**src/rtl/food_spawner_pkg.sv**
```systemverilog
// Shared types and constants for the food spawner: FSM encoding, LFSR taps, grid defaults.
package food_spawner_pkg;

    typedef enum logic [1:0] {
        IDLE    = 2'd0,
        PROPOSE = 2'd1,
        SCAN    = 2'd2,
        COMMIT  = 2'd3
    } state_t;

    // Right-shift Galois form of x^16 + x^14 + x^13 + x^11 + 1
    localparam logic [15:0] LFSR_TAPS = 16'hB400;

    localparam int H_CELLS_DEF = 32;
    localparam int V_CELLS_DEF = 24;

    function automatic logic [15:0] lfsr_step(input logic [15:0] s);
        return s[0] ? ((s >> 1) ^ LFSR_TAPS) : (s >> 1);
    endfunction

endpackage

```
**src/rtl/food_spawner_lfsr16.sv**
```systemverilog
// Free-running 16-bit Galois LFSR; a nonzero seed keeps it out of the all-zero lock-up state.
module lfsr16
    import food_spawner_pkg::*;
(
    input  logic        clk,
    input  logic        rst,
    input  logic [15:0] seed,
    output logic [15:0] out
);

    always_ff @(posedge clk) begin
        if (rst) out <= seed;
        else     out <= lfsr_step(out);
    end

endmodule

```
**src/rtl/food_spawner.sv**
```systemverilog
// Food slot manager: detects eats and re-places food on free cells using LFSR candidates.
//   state   | meaning
//   IDLE    | waiting for a pending slot
//   PROPOSE | test LFSR candidate against grid, head and other food
//   SCAN    | walk body RAM looking for a collision with the candidate
//   COMMIT  | final head recheck, then write the slot
module food_spawner
    import food_spawner_pkg::*;
#(
    parameter int          H_CELLS   = H_CELLS_DEF,
    parameter int          V_CELLS   = V_CELLS_DEF,
    parameter int          X_W       = 5,
    parameter int          Y_W       = 5,
    parameter int          N_FOOD    = 2,
    parameter int          LEN_W     = 10,
    parameter int          MAX_TRIES = 64,
    parameter logic [15:0] SEED      = 16'hACE1
) (
    input  logic                    clk,
    input  logic                    rst,
    input  logic [X_W-1:0]          head_x,
    input  logic [Y_W-1:0]          head_y,
    input  logic [LEN_W-1:0]        length,
    output logic [LEN_W-1:0]        body_addr,
    input  logic [X_W-1:0]          body_x,
    input  logic [Y_W-1:0]          body_y,
    output logic [N_FOOD*X_W-1:0]   food_x,
    output logic [N_FOOD*Y_W-1:0]   food_y,
    output logic [N_FOOD-1:0]       food_valid,
    output logic                    eat_pulse,
    output logic [2:0]              eat_idx,
    output logic                    busy,
    output logic                    place_fail
);

    localparam int                TRY_W    = $clog2(MAX_TRIES + 1);
    localparam logic [TRY_W-1:0]  TRY_LAST = TRY_W'(MAX_TRIES - 1);
    localparam logic [X_W:0]      H_LIM    = (X_W+1)'(H_CELLS);
    localparam logic [Y_W:0]      V_LIM    = (Y_W+1)'(V_CELLS);

    state_t            state;
    logic [2:0]        target;
    logic [TRY_W-1:0]  tries;
    logic [X_W-1:0]    cand_x;
    logic [Y_W-1:0]    cand_y;
    logic [LEN_W-1:0]  scan_k;
    logic [N_FOOD-1:0] pending;
    logic [15:0]       lfsr;
    logic              lfsr_unused;

    lfsr16 u_lfsr (
        .clk  (clk),
        .rst  (rst),
        .seed (SEED),
        .out  (lfsr)
    );

    assign lfsr_unused = ^lfsr;
    assign busy = (state != IDLE);

    logic [X_W-1:0]    prop_x;
    logic [Y_W-1:0]    prop_y;
    logic              prop_slot_hit, prop_ok;
    logic [N_FOOD-1:0] eat_hit, tgt_mask, set_mask;
    logic [2:0]        eat_lo, pend_lo;
    logic              body_hit, cand_on_head, scan_done, commit_ok, reject, fail;
    logic [LEN_W:0]    scan_nxt;

    assign prop_x = lfsr[X_W-1:0];
    assign prop_y = lfsr[X_W+Y_W-1:X_W];

    always_comb begin
        prop_slot_hit = 1'b0;
        eat_hit       = '0;
        eat_lo        = '0;
        pend_lo       = '0;
        for (int i = 0; i < N_FOOD; i++) begin
            if (food_valid[i] && 3'(i) != target &&
                food_x[i*X_W +: X_W] == prop_x && food_y[i*Y_W +: Y_W] == prop_y)
                prop_slot_hit = 1'b1;
            eat_hit[i] = food_valid[i] &&
                         food_x[i*X_W +: X_W] == head_x && food_y[i*Y_W +: Y_W] == head_y;
        end
        for (int i = N_FOOD - 1; i >= 0; i--) begin
            if (eat_hit[i]) eat_lo  = 3'(i);
            if (pending[i]) pend_lo = 3'(i);
        end
    end

    assign prop_ok = ({1'b0, prop_x} < H_LIM) && ({1'b0, prop_y} < V_LIM) &&
                     !(prop_x == head_x && prop_y == head_y) && !prop_slot_hit;

    // Body data lags the address by one cycle, so the first SCAN cycle has nothing to compare
    assign body_hit     = (scan_k != '0) && body_x == cand_x && body_y == cand_y;
    assign scan_done    = (scan_k == length);
    assign scan_nxt     = {1'b0, scan_k} + 1'b1;
    assign cand_on_head = (cand_x == head_x) && (cand_y == head_y);
    assign commit_ok    = (state == COMMIT) && !cand_on_head;
    assign tgt_mask     = N_FOOD'(1) << target;
    assign set_mask     = commit_ok ? tgt_mask : '0;

    assign reject = (state == PROPOSE && !prop_ok) ||
                    (state == SCAN    && body_hit) ||
                    (state == COMMIT  && cand_on_head);
    assign fail   = reject && (tries == TRY_LAST);

    always_ff @(posedge clk) begin
        if (rst) begin
            state      <= IDLE;
            target     <= '0;
            tries      <= '0;
            cand_x     <= '0;
            cand_y     <= '0;
            scan_k     <= '0;
            body_addr  <= '0;
            eat_pulse  <= 1'b0;
            eat_idx    <= '0;
            place_fail <= 1'b0;
            food_x     <= '0;
            food_y     <= '0;
            food_x[X_W-1:0] <= X_W'(H_CELLS / 2);
            food_y[Y_W-1:0] <= Y_W'(V_CELLS / 2);
            food_valid <= N_FOOD'(1);
            pending    <= {N_FOOD{1'b1}} & ~N_FOOD'(1);
        end else begin
            eat_pulse  <= |eat_hit;
            eat_idx    <= eat_lo;
            place_fail <= 1'b0;
            food_valid <= (food_valid & ~eat_hit) | set_mask;
            pending    <= (pending | eat_hit) & ~set_mask;
            for (int i = 0; i < N_FOOD; i++) begin
                if (set_mask[i]) begin
                    food_x[i*X_W +: X_W] <= cand_x;
                    food_y[i*Y_W +: Y_W] <= cand_y;
                end
            end

            case (state)
                IDLE: begin
                    if (|pending) begin
                        target <= pend_lo;
                        tries  <= '0;
                        state  <= PROPOSE;
                    end
                end
                PROPOSE: begin
                    if (prop_ok) begin
                        cand_x    <= prop_x;
                        cand_y    <= prop_y;
                        scan_k    <= '0;
                        body_addr <= '0;
                        state     <= SCAN;
                    end
                end
                SCAN: begin
                    if (body_hit) begin
                        state <= PROPOSE;
                    end else if (scan_done) begin
                        state <= COMMIT;
                    end else begin
                        scan_k <= scan_nxt[LEN_W-1:0];
                        if (scan_nxt < {1'b0, length})
                            body_addr <= scan_nxt[LEN_W-1:0];
                    end
                end
                COMMIT: begin
                    state <= cand_on_head ? PROPOSE : IDLE;
                end
                default: state <= IDLE;
            endcase

            // Retry budget exhausted: give up for now, slot stays pending and IDLE picks it up again
            if (reject) begin
                if (fail) begin
                    place_fail <= 1'b1;
                    tries      <= '0;
                    state      <= IDLE;
                end else begin
                    tries <= tries + 1'b1;
                end
            end
        end
    end

endmodule

```
**config.mk**
```make
export PLATFORM = sky130hd
export DESIGN_NAME = food_spawner
export DESIGN_NICKNAME = d
export VERILOG_FILES = /design/src/rtl/food_spawner_pkg.sv /design/src/rtl/food_spawner_lfsr16.sv /design/src/rtl/food_spawner.sv
export SDC_FILE = /design/constraint.sdc
export NUM_CORES = 1
export LEC_CHECK = 0
export CORE_MARGIN = 2
export CORE_UTILIZATION = 50
export CTS_CLUSTER_DIAMETER = 50
export DETAILED_ROUTE_END_ITERATION = 12
export PLACE_DENSITY = 0.74
export SLEW_MARGIN = 20
export SYNTH_ARGS = -nofsm -noshare
export SYNTH_HDL_FRONTEND = slang
export SYNTH_SLANG_ARGS = --single-unit
```
**constraint.sdc**
```tcl
create_clock -name clk -period 4 [get_ports clk]
set_input_delay 0.8 -clock clk [delete_from_list [all_inputs] [get_ports clk]]
set_output_delay 0.8 -clock clk [all_outputs]
set_load 0.01 [all_outputs]
```
==> impl_metrics.csv <==
group,metric,value,unit
cts,cts_setup_buffers,0,
worst_hold_path,hp-class,"reg -> reg",
worst_setup_path,cp.arrival,3740,ps
status,status,"completed",
global_route,grt_overflow,0,
detailed_routing,drt_iter0_drc,150,
power,switchingPower,568,uW
timing,worst_pin_slew,953,ps
cts,cts_resized,0,
synthesis,synth-edff-count,0,
power,ir_drop,0.181,mV
floorplan,core_area,0.00876,sq mm
detailed_routing,wl_per_cell,16.4,microns
timing,finalCritPeriodShare,87.1,%
cells_and_area,diodes,0,
synthesis,synth_compound_gate_area_share,10.6,%
floorplan,start_util,51.8,%
detailed_routing,wirelength,10800,microns
synthesis,synth_common_cells,"dfxtp_1, xor2_1, nor2_1, mux2i_1, xnor2_1",
power,switching_share,29.9,%
timing,maxSlewViolCount,0,
worst_setup_path,worst-setup-path-type,"reg -> reg",
power,seqPwrFrac,48.3,%
cts,cts_buffer_depth,2,
cells_and_area,fin_cells,662,
synthesis,synth_mux_area_share,6.84,%
global_route,track_usage,22.2,%
worst_setup_path,required,4260,ps
floorplan,pin_count,70,
synthesis,postSynthCellCount,492,
timing,worst_slack,515,ps
power,power.internal,1330,uW
floorplan,row_count,34,
power,powerDensity,350,mW/mm^2
timing,setup_tns,0,ps
worst_setup_path,end_kind,"register",
detailed_routing,vias,3674,
global_route,grt_max_degree,57,
cts,cts_buffers,9,
global_route,grt_pass1_vias,3526,
placed_design,dp_slack,562,ps
power,leakage,0.00227,uW
power,clkPwrFrac,33.5,%
synthesis,synth_flop_cell,"dfxtp_1",
worst_setup_path,path_max_fanout,7,
cells_and_area,areaGrowthSynthToFinish,19.7,%
cts,cts_num_sinks,83,
timing,period_minus_slack,3490,ps
placed_design,dp_hpwl,8100,microns
detailed_routing,ant_nets,0,
synthesis,yosys.area.top_type_share,36.6,%
timing,fmax,287,MHz
timing,relSlewSlack,36.5,%
synthesis,syn_area,0.00454,sq mm
cells_and_area,layout.nets,594,
synthesis,synth_top_family_by_area,"simple AND/OR/NAND/NOR gates",
synthesis,postSynth.asyncResetShare,0,%
synthesis,synthAdderAreaFrac,3.58,%
placed_design,gp_congestion,0.910,
global_route,grt_pass1_wl,17600,microns
synthesis,yosys.area_share.simple,19.6,%
worst_setup_path,start_kind,"register",
cts,cts_root_buf,"clkbuf_8",
cts,ctsHtreeMaxLevel,3,
synthesis,yosys.area.top_type,"dfxtp_1",
global_route,antenna_found_initial,0,
placed_design,io_buffers,67,
power,p_comb_share,18.2,%
flow_run,maxCapViolCount,0,
synthesis,syn_avg_cell_area,9.22,sq um
cts,cts_tree,"yes",
timing,hold_viol,0,
cells_and_area,drive_gt1_share,7.22,%
floorplan,fp.dieH,99.3,microns
cts,clk_latency,360,ps
synthesis,ys_warn_count,0,
floorplan,die_w,99.3,microns
detailed_routing,drc_errors,0,
detailed_routing,dr.pass1.iters,5,
detailed_routing,via_per_inst,5.55,
timing,finalSetupViolations,0,
floorplan,fp.dieArea,0.00985,sq mm
placed_design,placedCellCount,646,
synthesis,yosysMostFrequentCell,"dfxtp_1",
synthesis,synthTopCellsByArea,"dfxtp_1, xor2_1, mux2i_1",
cts,clkTransAtPathRegs,90,ps
synthesis,synth_xor_area_share,17.6,%
synthesis,ys_types,60,
synthesis,synth.ff_latch_count,83,
cts,postCtsHoldBufs,0,
timing,clock_skew,8.44,ps
timing,rsz0062_at_grt,"false",
synthesis,ys_seq_area_share,36.6,%
==> registers in the layout (all words and copies together) (netlist names) <==
| signal | count |
|---|---|
| body_addr | 10 |
| cand_x | 5 |
| cand_y | 5 |
| eat_idx | 1 |
| eat_pulse | 1 |
| food_valid | 2 |
| food_x | 10 |
| food_y | 10 |
| pending | 2 |
| place_fail | 1 |
| scan_k | 10 |
| state | 2 |
| target | 1 |
| tries | 7 |
| u_lfsr.out | 16 |
==> final cells by class <==
cell class	count	area, sq um
Multi-Input combinational cell	362	2650
Tap cell	108	135
Sequential cell	83	1660
Fill cell	745	3330
Inverter	23	86.3
Timing Repair Buffer	70	688
Clock inverter	6	72.6
Clock buffer	10	138
==> placed cells by master (no fill, tap or decap), drive strengths merged, types with 15 or more instances in the layout <==
master / n
nand3: 18
mux2i: 31
xnor2: 28
clkdlybuf4s50: 66
dfxtp: 83
nor2: 49
inv: 24
xor2: 63
nor2b: 15
nand2b: 17
==> per-stage QoR <==
stage | power [uW] | cell area, sq um | hold WS, ps | util, %
3_3_place_gp | 1270 | 5220 | 393 | 59.6
5_1_grt | 1990 | 5430 | 429 | 62.0
3_5_place_dp | 1280 | 5220 | 399 | 59.6
6_report | 1900 | 5430 | 415 | 62.0
4_1_cts | 1910 | 5430 | 421 | 62.0
2_1_floorplan | 1180 | 4540 | 389 | -
==> critical path, cell delays in order (launching register included) <==
cell,delay [ps]
dfxtp_1,510
ha_1,310
nand3_1,150
nor2_1,330
nand3_1,160
xnor2_1,290
ha_1,310
a21o_1,170
a211oi_2,210
o21ai_1,150
or2_1,300
a21o_1,280
a32o_1,230
==> worst paths after layout <==
path	depth (start not counted)	from	endpoint	slack, ps
max	12	scan_k[0]	body_addr[7]	510
min	1	u_lfsr.out[12]	u_lfsr.out[11]	420
max reg2reg	12	scan_k[0]	body_addr[7]	510
min reg2reg	1	u_lfsr.out[12]	u_lfsr.out[11]	420
==> cell families (layout without fill, tap and decap cells) <==
logic type / after synthesis / count (layout)
AOI/OAI and AO/OA: 62 / 62
xor gates and xnor gates: 91 / 91
adders and majority gates: 13 / 13
buffers and inverters: 48 / 109
DFF: 83 / 83
muxes: 31 / 31
other: 1 / 2
and+or+nand+nor: 163 / 163
==> metal layers <==
| metal | track usage [%] | up-vias | routed length, microns |
|---|---|---|---|
| li1 | - | 1800 | - |
| met1 | 31.2 | 1761 | 5130 |
| met2 | 35.1 | 96 | 5050 |
| met3 | 4.01 | 17 | 473 |
| met4 | 6.32 | 0 | 187 |
| met5 | 0 | - | 0 |
==> power groups by stage <==
stage | logic (uW) | registers [uW] | clock network (uW)
after floorplan | 268 | 915 | 0
after CTS | 347 | 917 | 646
final | 346 | 918 | 636
after detailed placement | 345 | 937 | 0
after global routing | 380 | 924 | 681
after global placement | 338 | 936 | 0
Power figures use the tool's default switching activity.
